File: src/rtl/pipelined_adder_tree.sv
// Pipelined signed adder tree with per-neuron accumulation, saturation and optional ReLU.
// Handshake: a beat moves on in_valid && in_ready, a result on out_valid && out_ready; a stalled result freezes the whole pipe.
module pipelined_adder_tree #(
  parameter int M        = 8,
  parameter int N        = 32,
  parameter int INTBITS  = 12,
  parameter int FRACBITS = 20,
  parameter int RELU     = 1
) (
  input  logic           clk,
  input  logic           rst,
  input  logic           in_valid,
  input  logic           in_last,
  output logic           in_ready,
  input  logic [N*M-1:0] operand,
  output logic           out_valid,
  input  logic           out_ready,
  output logic [N-1:0]   result,
  output logic           sat
);

  localparam int S = $clog2(M);
  localparam int W = N + S + 8;

  // Bit offset of tree stage k inside the flattened partial-sum register.
  function automatic int stage_off(input int k);
    int o;
    o = 0;
    for (int j = 1; j < k; j++) o += (M >> j) * (N + j);
    return o;
  endfunction

  localparam int TOT = stage_off(S + 1);
  localparam int TOP = stage_off(S);

  localparam logic signed [W-1:0] SAT_MAX = {{(W-N+1){1'b0}}, {(N-1){1'b1}}};
  localparam logic signed [W-1:0] SAT_MIN = {{(W-N+1){1'b1}}, {(N-1){1'b0}}};

  if (INTBITS + FRACBITS != N) begin : g_bad_q_format
    $error("INTBITS + FRACBITS must equal N");
  end

  logic [TOT-1:0]      tree_d, tree_q;
  logic [S-1:0]        vld_q, lst_q;
  logic signed [W-1:0] acc_q, tree_ext, final_d;
  logic                first_q, out_valid_q, sat_q, sat_d;
  logic [N-1:0]        result_q, result_d;
  logic                adv;

  assign adv       = !(out_valid_q && !out_ready);
  assign in_ready  = adv;
  assign out_valid = out_valid_q;
  assign result    = result_q;
  assign sat       = sat_q;

  for (genvar k = 1; k <= S; k++) begin : g_stage
    localparam int WK = N + k;
    localparam int OK = stage_off(k);
    for (genvar i = 0; i < (M >> k); i++) begin : g_node
      logic [WK-2:0] a, b;
      if (k == 1) begin : g_leaf
        assign a = operand[N*(2*i) +: N];
        assign b = operand[N*(2*i+1) +: N];
      end else begin : g_inner
        assign a = tree_q[stage_off(k-1) + (2*i)*(WK-1) +: WK-1];
        assign b = tree_q[stage_off(k-1) + (2*i+1)*(WK-1) +: WK-1];
      end
      // One guard bit per stage keeps every partial sum exact.
      assign tree_d[OK + i*WK +: WK] = {a[WK-2], a} + {b[WK-2], b};
    end
  end

  // Partial sums are qualified by vld_q, so they need no reset.
  always_ff @(posedge clk) begin
    if (adv) tree_q <= tree_d;
  end

  assign tree_ext = {{(W-N-S){tree_q[TOP+N+S-1]}}, tree_q[TOP +: N+S]};
  assign final_d  = (first_q ? '0 : acc_q) + tree_ext;

  always_comb begin
    result_d = final_d[N-1:0];
    sat_d    = 1'b0;
    if (final_d > SAT_MAX) begin
      result_d = {1'b0, {(N-1){1'b1}}};
      sat_d    = 1'b1;
    end else if (final_d < SAT_MIN) begin
      result_d = {1'b1, {(N-1){1'b0}}};
      sat_d    = 1'b1;
    end
    if (RELU != 0 && final_d[W-1]) result_d = '0;
  end

  always_ff @(posedge clk or posedge rst) begin
    if (rst) begin
      vld_q       <= '0;
      lst_q       <= '0;
      acc_q       <= '0;
      first_q     <= 1'b1;
      out_valid_q <= 1'b0;
      result_q    <= '0;
      sat_q       <= 1'b0;
    end else if (adv) begin
      vld_q[0] <= in_valid;
      lst_q[0] <= in_last;
      for (int k = 1; k < S; k++) begin
        vld_q[k] <= vld_q[k-1];
        lst_q[k] <= lst_q[k-1];
      end
      // The beat after a last beat starts a fresh neuron.
      if (vld_q[S-1]) begin
        acc_q   <= final_d;
        first_q <= lst_q[S-1];
      end
      out_valid_q <= vld_q[S-1] && lst_q[S-1];
      if (vld_q[S-1] && lst_q[S-1]) begin
        result_q <= result_d;
        sat_q    <= sat_d;
      end
    end
  end

endmodule

File: config.mk
export PLATFORM = sky130hd
export DESIGN_NAME = pipelined_adder_tree
export DESIGN_NICKNAME = d
export VERILOG_FILES = /design/src/rtl/pipelined_adder_tree.sv
export SDC_FILE = /design/constraint.sdc
export NUM_CORES = 1
export LEC_CHECK = 0
export CORE_AREA = 2 2 215 217
export CTS_BUF_LIST = sky130_fd_sc_hd__clkbuf_4 sky130_fd_sc_hd__clkbuf_8 sky130_fd_sc_hd__clkbuf_16
export DETAILED_ROUTE_END_ITERATION = 8
export DIE_AREA = 0 0 217 219
export PLACE_DENSITY = 0.89
export REMOVE_ABC_BUFFERS = 1
export SETUP_SLACK_MARGIN = 0.1
export SLEW_MARGIN = 25
export SYNTH_ARGS = -nofsm -noshare
export SYNTH_HDL_FRONTEND = slang
export SYNTH_SLANG_ARGS = --single-unit
File: constraint.sdc
create_clock -name clk -period 9.35 [get_ports clk]
set_input_delay 1.4025 -clock clk [delete_from_list [all_inputs] [get_ports clk]]
set_output_delay 1.4025 -clock clk [all_outputs]
set_load 0.01 [all_outputs]
==> results of run 1 <==
through the flow:
step	hold WS [ps]	TNS, ps	std cells	power [W]
after floorplan	441	-123690	2291	0.00712
after global placement	457	0	3194	0.00833
after detailed placement	459	0	3194	0.00858
after CTS	472	0	3258	0.0101
after global routing	502	0	3263	0.0109
final	477	0	3264	0.0102
final cells by class:
class / instances / area, um^2
fillers: 3494 / 16800
multi-input cells: 1876 / 13700
flip-flops and latches: 319 / 9160
repair buffers: 303 / 3020
clock buffers: 48 / 1020
well taps: 600 / 751
inverters: 96 / 362
clock inverters: 16 / 245
diodes: 6 / 15.0
cell usage after synthesis, drive strengths merged (23+ instances only):
| cell | number | area (um^2) |
|---|---|---|
| inv | 96 | 360 |
| nand3 | 51 | 255 |
| a211oi | 23 | 173 |
| nand2b | 36 | 225 |
| dfrtp | 83 | 2080 |
| nor2b | 71 | 444 |
| nor2 | 184 | 701 |
| o21ai | 160 | 805 |
| edfxtp | 235 | 7060 |
| nand2 | 143 | 544 |
| a21oi | 192 | 965 |
| a21o | 107 | 805 |
| o21bai | 33 | 248 |
| or3 | 23 | 144 |
| xor2 | 55 | 482 |
| xnor2 | 161 | 1410 |
| nor3 | 47 | 240 |
| o21a | 39 | 309 |
| a31oi | 24 | 150 |
| mux2 | 42 | 473 |
| ha | 270 | 3380 |
power by group:
| part | internal, W | switching, W | total [W] |
|---|---|---|---|
| registers | 0.00246 | 0.000296 | 0.00275 |
| logic | 0.00258 | 0.00334 | 0.00592 |
| clock network | 0.000936 | 0.000566 | 0.00150 |
flip-flops by register name (all words and copies together) (netlist names):
register	count
out_valid	1
result	32
lst_q	3
acc_q	43
first_q	1
tree_q	235
sat	1
vld_q	3
per-layer routing:
layer	wire [um]	vias to the layer above	part of all wire
li1	-	9284	-
met1	24300	8993	0.41
met2	29600	672	0.50
met3	3200	149	0.054
met4	2060	6	0.035
met5	45	-	0.00076
worst max-delay path by stage:
stage	startpoint	end	depth (start not counted)	slack, ps
5_1_grt	first_q$_DFFE_PP1P_	sat$_DFFE_PP0P_	14	3430
6_report	first_q$_DFFE_PP1P_	sat$_DFFE_PP0P_	15	3890
2_1_floorplan	out_ready	acc_q[0]$_DFFE_PP0P_	3	-2080
3_3_place_gp	operand[65]	tree_q[62]$_DFFE_PN_	14	3670
4_1_cts	first_q$_DFFE_PP1P_	sat$_DFFE_PP0P_	15	3830
3_5_place_dp	operand[65]	tree_q[62]$_DFFE_PN_	14	3640
cells by family (layout without fill, tap and decap cells):
group,after synthesis,in the layout,synth area share
compound gates,694,694,0.194
xor+xnor,216,216,0.0810
fa+ha+maj,278,278,0.152
buf+inv,124,463,0.0228
flops,319,319,0.392
mux,47,47,0.0224
other cells,0,6,0
simple gates,641,641,0.136
worst register-to-register path: cells and delay by family (launching register included):
kind | cells | cell delay [ps]
adders and majority gates | 2 | 690
muxes | 1 | 220
DFF | 1 | 1130
AOI/OAI and AO/OA | 5 | 1270
and+or+nand+nor | 7 | 2010
==> results.cfg, run 1 <==
[power]
power_leakage_nw = 12.0
powerDensity_nw_per_um2 = 360
peakVddDrop_mv = 0.158

[global_routing]
grt_use_met3 = 0.0331
grt_max_degree = 72
antenna_found_initial = 7
track_usage = 0.246
busiest_layer = met2
grt_pass1_vias = 19102
grt_use_met2 = 0.442
grt.overflow.total = 0
use_met1 = 0.299
grt_pass1_wl_um = 94600

[critical_path]
cpLargestDelayFamily = simple AND/OR/NAND/NOR gates
setup.worst_path.class = reg2reg
r2r_setup_slack_ps = 3890
r2r_start = first_q$_DFFE_PP1P_
crit_fanout = 44
worst_ep_required_time_ps = 9760
r2r_cells = 15
startpoint_type = register
cpPeakStageDelay_ps = 1130
critPathBufInv = 0
setup.worst_path.end_class = register
reg2reg_to = sat$_DFFE_PP0P_
slowest_stage = dfstp_2
crit_arrival_ps = 5870
crit_chain = nor2b_1 -> ha_1 -> fa_1 -> a21o_1 -> a31oi_1 -> nor2_1 -> a2111o_2 -> nand2_4 -> o21a_4 -> o21a_2 -> mux2i_1 -> nor4bb_1 -> nand4_2 -> nor3b_1 -> nor3_1

[run]
cap_violations = 0

[die]
core.rowCount = 78
dieArea_um2 = 47500
die_y_um = 219
core_um2 = 45100
num_io_pins = 296
die_w_um = 217
start_util = 0.518

[logic_synthesis]
ys_seq_elements = 319
async_reset_ff_frac = 0.263
synth_edf_count = 235
yosysSeqAreaShare = 0.392
post_synth_num_cell_types = 97
synth_area_um2 = 23400
syn_area_per_cell_um2 = 10.1
synthCells = 2319
yosysWarnings = 0
ys.flop_type = edfxtp_1

[cts]
clk_latency_ps = 550
cts_tree = yes
postCtsHoldBufs = 0
post_cts_buffers = 0
ctsHtreeMaxLevel = 2
clk_pin_slew_ps = 60
cts_made_buffers = 35
cts.repair.resized = 0
clockBufferDepth = 3
clock-root-buffer = clkbuf_16
cts_sinks = 319

[timing]
maxSlewViolCount = 0
setup_violations = 0
rsz0062_at_grt = no
fmax_mhz = 183
finalCritPeriodShare = 0.584
finalWorstSetupSlack_ps = 3890
finClkSkew_ps = 23.6
hold_violations = 0
slew_headroom = 0.385
period_needed_ps = 5460
worst_pin_slew_ps = 923

[drt]
drt-initial-drc-count = 1336
antenna_left = 0
dr.pass1.iters = 6
routed_wirelength_um = 59200
viasPerCell = 5.85
drcViolationCount = 0
via_count = 19104
wire_per_inst_um = 18.1

[cells_and_area]
nets = 3170
final_cell_mix = 295 x clkdlybuf4s50_1, 270 x ha_1, 235 x edfxtp_1, 191 x a21oi_1, 180 x nor2_1
layout-drive-gt1-share = 0.0591
utilization = 0.627
mostFrequentLayoutCell = clkdlybuf4s50_1
finalInstanceArea_um2 = 28200
areaGrowthSynthToFinish_pct = 21.0

[placement]
gp_congestion = 0.892
dpl_worst_slack_ps = 3640
portBuffers = 295
place_area_um2 = 27000
dp_hpwl_um = 46800

[worst_hold_path]
hold_depth = 2
hold_path_class = reg2reg
whs_endpoint = acc_q[6]$_DFFE_PP0P_
hold_start = acc_q[6]$_DFFE_PP0P_

[run_status]
status = complete, no violations
Note: power is estimated with default switching activity, not from simulation.
==> run 2: changes to the inputs <==
==> constraint.sdc (replaced) <==
create_clock -name clk -period 4.66 [get_ports clk]
set_input_delay 0.699 -clock clk [delete_from_list [all_inputs] [get_ports clk]]
set_output_delay 0.699 -clock clk [all_outputs]
set_load 0.01 [all_outputs]
==> run 2 against run 1 <==
  * Cell count grew 0.55%
  * Utilization grew 0.42 points
  * Clock skew shrank 1.4 ps
  * Largest power group unchanged
  * Critical endpoint unchanged
  * Largest cell class unchanged
  * Highest routed layer unchanged
  * Global-route usage grew 0.22 points
==> results.cfg, run 2 (same netlist as run 1, synthesis figures left out) <==
[run_status]
status = complete, no violations

[global_routing]
track_usage = 0.248
grt.overflow.total = 0
grt_max_degree = 193
grt_pass1_wl_um = 95400
grt_pass1_vias = 19268
antenna_found_initial = 6

[cts]
clock-root-buffer = clkbuf_16
cts_made_buffers = 35
clk_latency_ps = 560
cts_sinks = 319
clk_pin_slew_ps = 60
cts_tree = yes
clockBufferDepth = 3
ctsHtreeMaxLevel = 2

[drt]
routed_wirelength_um = 58800
drt-initial-drc-count = 1137
drcViolationCount = 0
via_count = 19008
dr.pass1.iters = 5
wire_per_inst_um = 17.9
antenna_left = 0
viasPerCell = 5.79

[timing]
period_needed_ps = 4310
setup_violations = 0
fmax_mhz = 232
maxSlewViolCount = 0
slew_headroom = 0.299
finalCritPeriodShare = 0.924
worst_pin_slew_ps = 1050
setup_tns_ps = 0
hold_violations = 0
finalWorstSetupSlack_ps = 352
finClkSkew_ps = 22.2
rsz0062_at_grt = no

[critical_path]
cpPeakStageDelay_ps = 640
crit_chain = buf_4 -> nor2b_1 -> ha_1 -> o21ai_0 -> a21oi_1 -> o211ai_1 -> a21oi_2 -> o21ai_1 -> buf_4 -> a21oi_1 -> nor3_1 -> xnor2_1 -> nand4_1 -> or4_1 -> nor4_1 -> nor3_1
r2r_cells = 16
setup.worst_path.class = reg2reg
slowest_stage = dfstp_2
crit_fanout = 14
worst_ep_required_time_ps = 5080
startpoint_type = register
setup.worst_path.end_class = register
crit_arrival_ps = 4730

[power]
intPower_w = 0.0120
switching_share = 0.414
power_leakage_nw = 12.1
power.share.clock = 0.146
p_seq_frac = 0.266
combPwrFrac = 0.588
peakVddDrop_mv = 0.360
power_switching_w = 0.00852
powerDensity_nw_per_um2 = 723

[placement]
place_inst = 3215
dpl_worst_slack_ps = -17.4
dp_hpwl_um = 47000
gp_congestion = 0.901
portBuffers = 295

[die]
num_io_pins = 296
start_util = 0.518
dieArea_um2 = 47500
die_w_um = 217
core_um2 = 45100
core.rowCount = 78
die_y_um = 219

[cells_and_area]
regMostFlops = tree_q
largest_register_ffs = 235
fillCellCount = 3507
final_cell_mix = 295 x clkdlybuf4s50_1, 270 x ha_1, 235 x edfxtp_1, 191 x a21oi_1, 180 x nor2_1
layout-drive-gt1-share = 0.0687
multiInputGateArea_um2 = 13700
areaGrowthSynthToFinish_pct = 21.8
instances_no_fill = 3282
nets = 3191
mostFrequentLayoutCell = clkdlybuf4s50_1
regArea_um2 = 9160

[worst_hold_path]
hold_path_class = reg2reg
hold_depth = 2

[run]
cap_violations = 0
[run 2: cell count changes in the layout (fill, tap and decap cells not counted), sizes merged]
| cell | before | now |
|---|---|---|
| clkinvlp | 0 | 2 |
| inv | 97 | 100 |
| diode | 6 | 3 |
| buf | 8 | 29 |
| clkinv | 9 | 8 |
| clkbuf | 48 | 46 |
| bufinv | 6 | 4 |
[run 2: timing repair]
item,4_1_cts,5_1_grt
resized for setup,0,6
buffers inserted,0,0
hold buffers,0,0
endpoints found under the hold margin,0,0
setup endpoints to repair,0,33
[run 2: area by class of cell]
class                      instances  area share
inverter                          96      0.0127
clock buffer                      46      0.0360
clock inverter                    18     0.00840
timing repair buffer             324       0.112
antenna                            3    0.000264
sequential                       319       0.322
tap                              600      0.0264
multi-input combinational       1876       0.482
[run 2: path summary, 6_finish.rpt]
path                                    endpoint                  start  slack [ps]
setup / recovery                 sat$_DFFE_PP0P_    first_q$_DFFE_PP1P_         350
hold / removal             acc_q[38]$_DFFE_PP0P_  acc_q[38]$_DFFE_PP0P_         470
setup reg to reg                 sat$_DFFE_PP0P_    first_q$_DFFE_PP1P_         350
hold reg to reg            acc_q[38]$_DFFE_PP0P_  acc_q[38]$_DFFE_PP0P_         470
max in group asynchronous  acc_q[33]$_DFFE_PP0P_                    rst        3070
min in group asynchronous  result[5]$_DFFE_PP0P_                    rst         510
[run 2: power by group through the flow]
stage	Sequential, W	Combinational [W]	Clock [W]
3_5_place_dp	0.00551	0.0119	0
4_1_cts	0.00547	0.0120	0.00305
3_3_place_gp	0.00547	0.0114	0
5_1_grt	0.00560	0.0134	0.00315
2_1_floorplan	0.00553	0.00875	0
6_report	0.00547	0.0121	0.00300
[run 2: per-layer routing]
metal	vias to the layer above	GRT usage	wire length, um	share of wire
met5	-	0	43	0.00073
met4	6	0.0813	1650	0.028
met3	121	0.0291	2710	0.046
met2	545	0.461	29900	0.51
met1	9057	0.298	24500	0.42
li1	9279	-	-	-
[run 2: critical path: cells and delay by family, from the launching register on]
| kind | cells | cell delay [ps] |
|---|---|---|
| adder cells (fa/ha/maj) | 1 | 320 |
| AO/OA/AOI/OAI | 6 | 1220 |
| flip-flops | 1 | 640 |
| buffers and inverters | 2 | 420 |
| AND/OR/NAND/NOR | 6 | 1330 |
| XOR/XNOR | 1 | 230 |
[run 2: metrics by stage]
step                      hold slack [ps]   util  instance area, um^2  total power [W]
final                                 474  0.631                28400           0.0206
after global routing                  505  0.631                28400           0.0221
after CTS                             481  0.630                28400           0.0205
after detailed placement              467  0.602                27100           0.0174
after global placement                456  0.602                27100           0.0169
after floorplan                       441      -                23200           0.0143
